===== src/rtl/seg_display_pkg.sv =====
// Shared types, symbol constants and the 7-segment glyph table for the
// serial segment display path.
package seg_display_pkg;

    localparam int SYM_W = 5;
    localparam logic [SYM_W-1:0] SYM_BLANK = 5'd16;
    localparam logic [3:0]       SYM_ERR   = 4'hE;

    typedef enum logic [2:0] {
        IDLE,
        CONVERT,
        LOAD,
        SHIFT,
        LATCH
    } state_e;

    // Segment bit 0 = a ... bit 6 = g; anything outside 0..15 is dark.
    function automatic logic [6:0] seg7(input logic [SYM_W-1:0] sym);
        logic [6:0] seg;
        case (sym)
            5'd0:    seg = 7'h3F;
            5'd1:    seg = 7'h06;
            5'd2:    seg = 7'h5B;
            5'd3:    seg = 7'h4F;
            5'd4:    seg = 7'h66;
            5'd5:    seg = 7'h6D;
            5'd6:    seg = 7'h7D;
            5'd7:    seg = 7'h07;
            5'd8:    seg = 7'h7F;
            5'd9:    seg = 7'h6F;
            5'd10:   seg = 7'h77;
            5'd11:   seg = 7'h7C;
            5'd12:   seg = 7'h39;
            5'd13:   seg = 7'h5E;
            5'd14:   seg = 7'h79;
            5'd15:   seg = 7'h71;
            default: seg = 7'h00;
        endcase
        return seg;
    endfunction

endpackage


===== src/rtl/seg_serial_display_if.sv =====
// Request/status and serial pin bundle between the sensor decode logic
// and the display driver.
interface seg_serial_display_if #(
    parameter int VAL_W = 10
);
    logic [VAL_W-1:0] value;
    logic             oor;
    logic [2:0]       dp_pos;
    logic             start;
    logic             busy;
    logic             done;
    logic             seg_ser;
    logic             seg_clk;
    logic             seg_latch;

    modport master (
        output value, oor, dp_pos, start,
        input  busy, done, seg_ser, seg_clk, seg_latch
    );

    modport slave (
        input  value, oor, dp_pos, start,
        output busy, done, seg_ser, seg_clk, seg_latch
    );
endinterface


===== src/rtl/bcd_dd_conv.sv =====
// Sequential double-dabble binary-to-BCD converter: one bit per cycle,
// VAL_W cycles per conversion, sticky overflow when the result needs more digits.
module bcd_dd_conv #(
    parameter int VAL_W  = 10,
    parameter int DIGITS = 3
) (
    input  logic                  clk,
    input  logic                  rst_n,
    input  logic                  start,
    input  logic [VAL_W-1:0]      value,
    output logic                  done,
    output logic [4*DIGITS-1:0]   bcd,
    output logic                  ovf
);

    localparam int BCD_W = 4 * DIGITS;
    localparam int CNT_W = (VAL_W > 1) ? $clog2(VAL_W) : 1;

    logic [VAL_W-1:0] bin_q;
    logic [BCD_W-1:0] bcd_q;
    logic [BCD_W-1:0] adj;
    logic [CNT_W-1:0] cnt_q;
    logic             active_q;
    logic             ovf_q;

    function automatic logic [BCD_W-1:0] dd_adjust(input logic [BCD_W-1:0] b);
        logic [BCD_W-1:0] r;
        r = b;
        for (int i = 0; i < DIGITS; i++) begin
            if (b[4*i +: 4] >= 4'd5) r[4*i +: 4] = b[4*i +: 4] + 4'd3;
        end
        return r;
    endfunction

    assign adj  = dd_adjust(bcd_q);
    // High during the cycle whose edge commits the final step, so the
    // result is stable in the cycle right after.
    assign done = active_q && (cnt_q == CNT_W'(VAL_W - 1));
    assign bcd  = bcd_q;
    assign ovf  = ovf_q;

    always_ff @(posedge clk) begin
        if (!rst_n) begin
            bin_q    <= '0;
            bcd_q    <= '0;
            cnt_q    <= '0;
            active_q <= 1'b0;
            ovf_q    <= 1'b0;
        end else if (start) begin
            bin_q    <= value;
            bcd_q    <= '0;
            cnt_q    <= '0;
            active_q <= 1'b1;
            ovf_q    <= 1'b0;
        end else if (active_q) begin
            // A one leaving the top nibble means the value needs another digit.
            bin_q    <= bin_q << 1;
            bcd_q    <= {adj[BCD_W-2:0], bin_q[VAL_W-1]};
            ovf_q    <= ovf_q | adj[BCD_W-1];
            cnt_q    <= cnt_q + CNT_W'(1);
            if (done) active_q <= 1'b0;
        end
    end

endmodule


===== src/rtl/seg_serial_display.sv =====
// Reading-to-serial 7-segment driver: BCD conversion, glyph/frame build and
// clocked shift-out to an external shift-register chain with a latch strobe.
module seg_serial_display
    import seg_display_pkg::*;
#(
    parameter int         NUM_DIGITS   = 4,
    parameter int         VAL_W        = 10,
    parameter int         CLK_DIV_LOG2 = 10,
    parameter logic [3:0] UNIT_CODE    = 4'hC,
    parameter bit         BLANK_LZ     = 1'b1,
    parameter bit         INVERT_SER   = 1'b1
) (
    input  logic                 clk,
    input  logic                 rst_n,
    seg_serial_display_if.slave  bus
);

    localparam int FRAME_W = 8 * NUM_DIGITS;
    localparam int BCD_W   = 4 * (NUM_DIGITS - 1);
    localparam int BIT_CW  = $clog2(FRAME_W);
    localparam int DIV_W   = CLK_DIV_LOG2;

    state_e             state_q, state_d;
    logic               err_q;
    logic [2:0]         dp_q;
    logic [FRAME_W-1:0] frame_q, frame_d;
    logic [BIT_CW-1:0]  bit_cnt_q;
    logic [DIV_W-1:0]   div_cnt_q, div_nxt;
    logic               busy_q, busy_d;
    logic               done_q, done_d;
    logic               ser_q, ser_d;
    logic               sclk_q, sclk_d;
    logic               latch_q, latch_d;

    logic               accept;
    logic               conv_start;
    logic               conv_done;
    logic               conv_ovf;
    logic [BCD_W-1:0]   conv_bcd;
    logic               div_last;
    logic               bit_last;

    // Upper half carries {g,f,a,b} per position MSD..LSD, lower half carries
    // {dp,e,d,c} per position LSD..MSD; position 0 is the unit glyph.
    function automatic logic [FRAME_W-1:0] build_frame(
        input logic             err,
        input logic [2:0]       dp,
        input logic [BCD_W-1:0] digits
    );
        logic [FRAME_W-1:0] f;
        logic [SYM_W-1:0]   sym;
        logic [6:0]         seg;
        logic [3:0]         nib;
        logic               lead;
        logic               dpb;
        int                 q;
        f    = '0;
        lead = BLANK_LZ;
        for (int p = NUM_DIGITS - 1; p >= 0; p--) begin
            q   = (p > 0) ? p - 1 : 0;
            nib = digits[4*q +: 4];
            if (err) begin
                sym = {1'b0, SYM_ERR};
            end else if (p == 0) begin
                sym = {1'b0, UNIT_CODE};
            end else if (lead && (nib == 4'd0) && (p > 1)) begin
                sym = SYM_BLANK;
            end else begin
                sym  = {1'b0, nib};
                lead = 1'b0;
            end
            dpb = !err && (p != 0) && (dp == 3'(p));
            seg = seg7(sym);
            f[4*NUM_DIGITS + 4*p +: 4]  = {seg[6], seg[5], seg[0], seg[1]};
            f[4*(NUM_DIGITS-1-p) +: 4]  = {dpb, seg[4], seg[3], seg[2]};
        end
        return f;
    endfunction

    bcd_dd_conv #(
        .VAL_W  (VAL_W),
        .DIGITS (NUM_DIGITS - 1)
    ) u_conv (
        .clk   (clk),
        .rst_n (rst_n),
        .start (conv_start),
        .value (bus.value),
        .done  (conv_done),
        .bcd   (conv_bcd),
        .ovf   (conv_ovf)
    );

    assign accept     = (state_q == IDLE) && bus.start;
    assign conv_start = accept && !bus.oor;
    assign div_nxt    = div_cnt_q + DIV_W'(1);
    assign div_last   = &div_cnt_q;
    assign bit_last   = (bit_cnt_q == BIT_CW'(FRAME_W - 1));
    assign frame_d    = build_frame(err_q | conv_ovf, dp_q, conv_bcd);

    always_comb begin
        state_d = state_q;
        busy_d  = busy_q;
        done_d  = 1'b0;
        ser_d   = ser_q;
        sclk_d  = 1'b0;
        latch_d = 1'b0;
        case (state_q)
            IDLE: begin
                if (bus.start) begin
                    busy_d  = 1'b1;
                    state_d = bus.oor ? LOAD : CONVERT;
                end
            end
            CONVERT: begin
                if (conv_done) state_d = LOAD;
            end
            LOAD: begin
                state_d = SHIFT;
                ser_d   = frame_d[0] ^ INVERT_SER;
            end
            SHIFT: begin
                // Shift clock rises halfway through each bit period.
                sclk_d = div_nxt[DIV_W-1];
                if (div_last) begin
                    if (bit_last) begin
                        state_d = LATCH;
                        latch_d = 1'b1;
                    end else begin
                        ser_d = frame_q[1] ^ INVERT_SER;
                    end
                end
            end
            LATCH: begin
                if (div_last) begin
                    state_d = IDLE;
                    done_d  = 1'b1;
                    busy_d  = 1'b0;
                end else begin
                    latch_d = 1'b1;
                end
            end
            default: state_d = IDLE;
        endcase
    end

    always_ff @(posedge clk) begin
        if (!rst_n) begin
            state_q   <= IDLE;
            busy_q    <= 1'b0;
            done_q    <= 1'b0;
            ser_q     <= 1'b0;
            sclk_q    <= 1'b0;
            latch_q   <= 1'b0;
            err_q     <= 1'b0;
            dp_q      <= '0;
            frame_q   <= '0;
            bit_cnt_q <= '0;
            div_cnt_q <= '0;
        end else begin
            state_q <= state_d;
            busy_q  <= busy_d;
            done_q  <= done_d;
            ser_q   <= ser_d;
            sclk_q  <= sclk_d;
            latch_q <= latch_d;
            if (accept) begin
                err_q <= bus.oor;
                dp_q  <= bus.dp_pos;
            end
            case (state_q)
                LOAD: begin
                    frame_q   <= frame_d;
                    bit_cnt_q <= '0;
                    div_cnt_q <= '0;
                end
                SHIFT: begin
                    div_cnt_q <= div_nxt;
                    if (div_last && !bit_last) begin
                        bit_cnt_q <= bit_cnt_q + BIT_CW'(1);
                        frame_q   <= frame_q >> 1;
                    end
                end
                LATCH:   div_cnt_q <= div_nxt;
                default: ;
            endcase
        end
    end

    assign bus.busy      = busy_q;
    assign bus.done      = done_q;
    assign bus.seg_ser   = ser_q;
    assign bus.seg_clk   = sclk_q;
    assign bus.seg_latch = latch_q;

endmodule


===== src/flat_wrapper.sv =====
// flat-port wrapper written by rule: the top's interface ports become plain ports
module seg_serial_display_flat import seg_display_pkg::*;
#(
    parameter int         NUM_DIGITS   = 4,
    parameter int         VAL_W        = 10,
    parameter int         CLK_DIV_LOG2 = 10,
    parameter logic [3:0] UNIT_CODE    = 4'hC,
    parameter bit         BLANK_LZ     = 1'b1,
    parameter bit         INVERT_SER   = 1'b1
)
  (clk, rst_n, bus_value, bus_oor, bus_dp_pos, bus_start, bus_busy, bus_done, bus_seg_ser, bus_seg_clk, bus_seg_latch);
  seg_serial_display_if #(.VAL_W(VAL_W)) bus_i ();
  input  logic clk;
  input  logic rst_n;
  input wire logic [$bits(bus_i.value)-1:0] bus_value;
  input wire logic [$bits(bus_i.oor)-1:0] bus_oor;
  input wire logic [$bits(bus_i.dp_pos)-1:0] bus_dp_pos;
  input wire logic [$bits(bus_i.start)-1:0] bus_start;
  output wire logic [$bits(bus_i.busy)-1:0] bus_busy;
  output wire logic [$bits(bus_i.done)-1:0] bus_done;
  output wire logic [$bits(bus_i.seg_ser)-1:0] bus_seg_ser;
  output wire logic [$bits(bus_i.seg_clk)-1:0] bus_seg_clk;
  output wire logic [$bits(bus_i.seg_latch)-1:0] bus_seg_latch;
  assign bus_i.value = bus_value;
  assign bus_i.oor = bus_oor;
  assign bus_i.dp_pos = bus_dp_pos;
  assign bus_i.start = bus_start;
  assign bus_busy = bus_i.busy;
  assign bus_done = bus_i.done;
  assign bus_seg_ser = bus_i.seg_ser;
  assign bus_seg_clk = bus_i.seg_clk;
  assign bus_seg_latch = bus_i.seg_latch;
  seg_serial_display #(.NUM_DIGITS(NUM_DIGITS), .VAL_W(VAL_W), .CLK_DIV_LOG2(CLK_DIV_LOG2), .UNIT_CODE(UNIT_CODE), .BLANK_LZ(BLANK_LZ), .INVERT_SER(INVERT_SER)) u_core (.clk(clk), .rst_n(rst_n), .bus(bus_i));
endmodule

===== config.mk =====
export PLATFORM = sky130hd
export DESIGN_NAME = seg_serial_display_flat
export DESIGN_NICKNAME = d
export VERILOG_FILES = /design/src/rtl/seg_display_pkg.sv /design/src/rtl/seg_serial_display_if.sv /design/src/rtl/bcd_dd_conv.sv /design/src/rtl/seg_serial_display.sv /design/src/flat_wrapper.sv
export SDC_FILE = /design/constraint.sdc
export NUM_CORES = 1
export LEC_CHECK = 0
export ABC_AREA = 1
export CAP_MARGIN = 20
export CELL_PAD_IN_SITES_DETAIL_PLACEMENT = 1
export CELL_PAD_IN_SITES_GLOBAL_PLACEMENT = 1
export CORE_MARGIN = 4
export CORE_UTILIZATION = 36
export DETAILED_ROUTE_END_ITERATION = 10
export HOLD_SLACK_MARGIN = 0.02
export PLACE_DENSITY = 0.68
export SLEW_MARGIN = 20
export SYNTH_ARGS = -nofsm -noshare
export SYNTH_HDL_FRONTEND = slang
export SYNTH_HIERARCHICAL = 1
export SYNTH_SLANG_ARGS = --single-unit

===== constraint.sdc =====
create_clock -name clk -period 3.1 [get_ports clk]
set_input_delay 0.31 -clock clk [delete_from_list [all_inputs] [get_ports clk]]
set_output_delay 0.31 -clock clk [all_outputs]
set_load 0.1 [all_outputs]

==> flow_summary.toml <==
[status]
status = "finished clean"

[power]
ir_drop_v = 0.000311
p_leak_nw = 2.43
p_total_w = 0.00414
power_density_nw_per_um2 = 721

[timing]
timing.final.crit_share_pct = 71.0
max_freq_mhz = 454
finalHoldViolCount = 0
rsz0062_at_grt = "false"
finalSetupViolations = 0
drv_slew = 0
tightest_slew_ps = 972
slew-limit-headroom_pct = 35.0
period_minus_slack_ps = 2200
timing.setup.tns_ps = 0
fin_skew_ps = 9.61

[place]
placed_cell_area_sq_um = 5440
dp.cells = 963
place_hpwl_um = 9950
gp_congestion = 0.790
io_buffers = 21

[yosys]
synth.yosys.seq_area_share_pct = 33.7
syn_area_sq_um = 5120
avgSynthCellArea_sq_um = 6.53
ys_seq_elements = 86
yosysTopAreaCellShare_pct = 33.7
syn-num-nets = 831
dominantRegCellSynth = "dfxtp_1"
synth_cells = 784
synthTopCellsByArea = "dfxtp_1 34%, nand2_1 16%, nand3_1 8.2%"
ys_async_sr_fraction_pct = 0
synth_top_cell_by_area = "dfxtp_1"
synth-edff-count = 0
yosysWarnings = 6
synth_cell_types = 28

[clock_tree]
cts_max_level = 3
clkLatencyLatePin_ps = 340
clkSinkCount = 86
clk_pin_slew_worst_paths_ps = 60
cts-root-buf = "clkbuf_16"
cts_made_buffers = 9
postCtsHoldBufs = 0
clockBufferDepth = 2
cts_tree = "done"
cts_setup_buffers = 0
cts_resized = 0

[worst_setup_path]
crit_path_start_kind = "flip-flop"
critical_path_peak_fanout = 13
worstSetupEndpointType = "flip-flop"
r2r_slack_ps = 900
required_ps = 3320
criticalPathCategory = "reg2reg"
r2r_end = "u_core/u_conv/bin_q[6]$_SDFFE_PN0P_"
cp.arrival_ps = 2420
r2r_cells = 8
reg2reg_from = "u_core/state_q[2]$_SDFFE_PN0P_"

[min_path]
holdCritPathClass = "reg2reg"
holdPathEnd = "u_core/u_conv/cnt_q[3]$_SDFFE_PP0P_"
min-delay-start = "u_core/u_conv/cnt_q[3]$_SDFFE_PP0P_"
min_path_cells = 1

[global_route]
grt_pass1_vias = 5056
grtUsageTotal_pct = 17.9
grt_pass1_wl_um = 24000
grt-ovfl-total = 0
antenna_found_initial = 0
grt_max_degree = 40

[floorplanning]
placementRows = 43
ios = 22
die_h_um = 127
core_sq_um = 13900
start_util_pct = 36.9
die_w_um = 127
die_area_sq_um = 16200

[routing]
first_iter_violations = 258
drcViolationCount = 0
viasPerCell = 5.06
drtPass1Iterations = 4
wl_um = 13800
vias = 4952
final_antenna_net_count = 0
wl_per_cell_um = 14.1

[final_layout]
finish.utilization_pct = 41.3
final_cell_mix = "212 x nand2_1, 94 x inv_1, 86 x dfxtp_1"
antennaDiodeCount = 0
final_cell_area_sq_um = 5740
layout_commonest_cell = "nand2_1"
drive_above_1_share_pct = 5.26
stdcell_count = 979
nets = 841
syn_to_final_growth_pct = 12.2

[run]
maxCapViolations = 0
[sequential cells by signal, indices dropped and copies added (netlist names), 3 cells and up]
register	cells
u_core/frame_q	31
u_core/u_conv/bin_q	10
u_core/u_conv/bcd	12
u_core/bit_cnt_q	5
u_core/u_conv/cnt_q	4
u_core/div_cnt_q	10
u_core/dp_q	3
u_core/state_q	3
[Yosys cell counts, types with 3 or more instances]
master    count
nand2_1     212
o21ai_0      50
o221ai_1      8
clkbuf_1      9
nand2_2       4
inv_2         3
buf_4         5
inv_1        94
nor2_1       77
nor2_4        4
ha_1         30
buf_6         4
nand3b_1      5
buf_2        12
nor2_2        3
nand3_1      84
nand4_1       4
dfxtp_1      86
a21oi_1      68
nor3_1       11
[cell families after synthesis]
kind of cell | after synthesis | synth area share, %
flops | 86 | 33.7
simple gates | 409 | 34.4
xor+xnor | 2 | 0.342
compound gates | 130 | 13.7
fa+ha+maj | 30 | 7.34
buf+inv | 127 | 10.6
[layer usage]
layer	wire length, um	vias up	track usage, %
met2	6840	46	31.5
li1	-	2542	-
met4	55	0	3.47
met5	0	-	0
met1	6460	2362	22.5
met3	396	2	4.22
[layout make-up]
class / instances / area, sq um
clock buffers: 13 / 260
clock inverters: 3 / 42.5
fillers: 1857 / 8140
inverters: 97 / 364
multi-input cells: 571 / 2850
flip-flops and latches: 86 / 1720
well taps: 180 / 225
repair buffers: 29 / 270
[through the flow]
stage / hold slack, ps / worst slack [ps]
after floorplan: 422 / 1350
after global placement: 433 / 907
after detailed placement: 446 / 732
after CTS: 457 / 888
after global routing: 473 / 676
final: 455 / 899
[report_power, final]
group | internal [W] | switching (W)
Clock | 0.000668 | 0.000433
Sequential | 0.00135 | 0.000145
Combinational | 0.000494 | 0.00105
[worst max-delay path by stage]
stage	endpoint	startpoint	slack (ps)	depth (start not counted)
global route	u_core/frame_q[20]$_SDFFE_PN0P_	u_core/err_q$_SDFFE_PN0P_	680	11
detailed placement	u_core/u_conv/bin_q[6]$_SDFFE_PN0P_	bus_start	730	8
global placement	u_core/u_conv/bin_q[2]$_SDFFE_PN0P_	bus_start	910	8
CTS	u_core/frame_q[20]$_SDFFE_PN0P_	u_core/err_q$_SDFFE_PN0P_	890	11
floorplan	u_core/frame_q[20]$_SDFFE_PN0P_	u_core/err_q$_SDFFE_PN0P_	1350	12
finish	u_core/u_conv/bin_q[6]$_SDFFE_PN0P_	u_core/state_q[2]$_SDFFE_PN0P_	900	8
[worst max-delay path, cell delays in order (launching register included)]
cell and delay, ps:
dfxtp_1 450, inv_1 140, nand3_1 290, nor2_1 70, buf_4 190, inv_1 280
nand2_1 310, o221ai_1 260, nor2_1 80
Power figures use the tool's default switching activity.
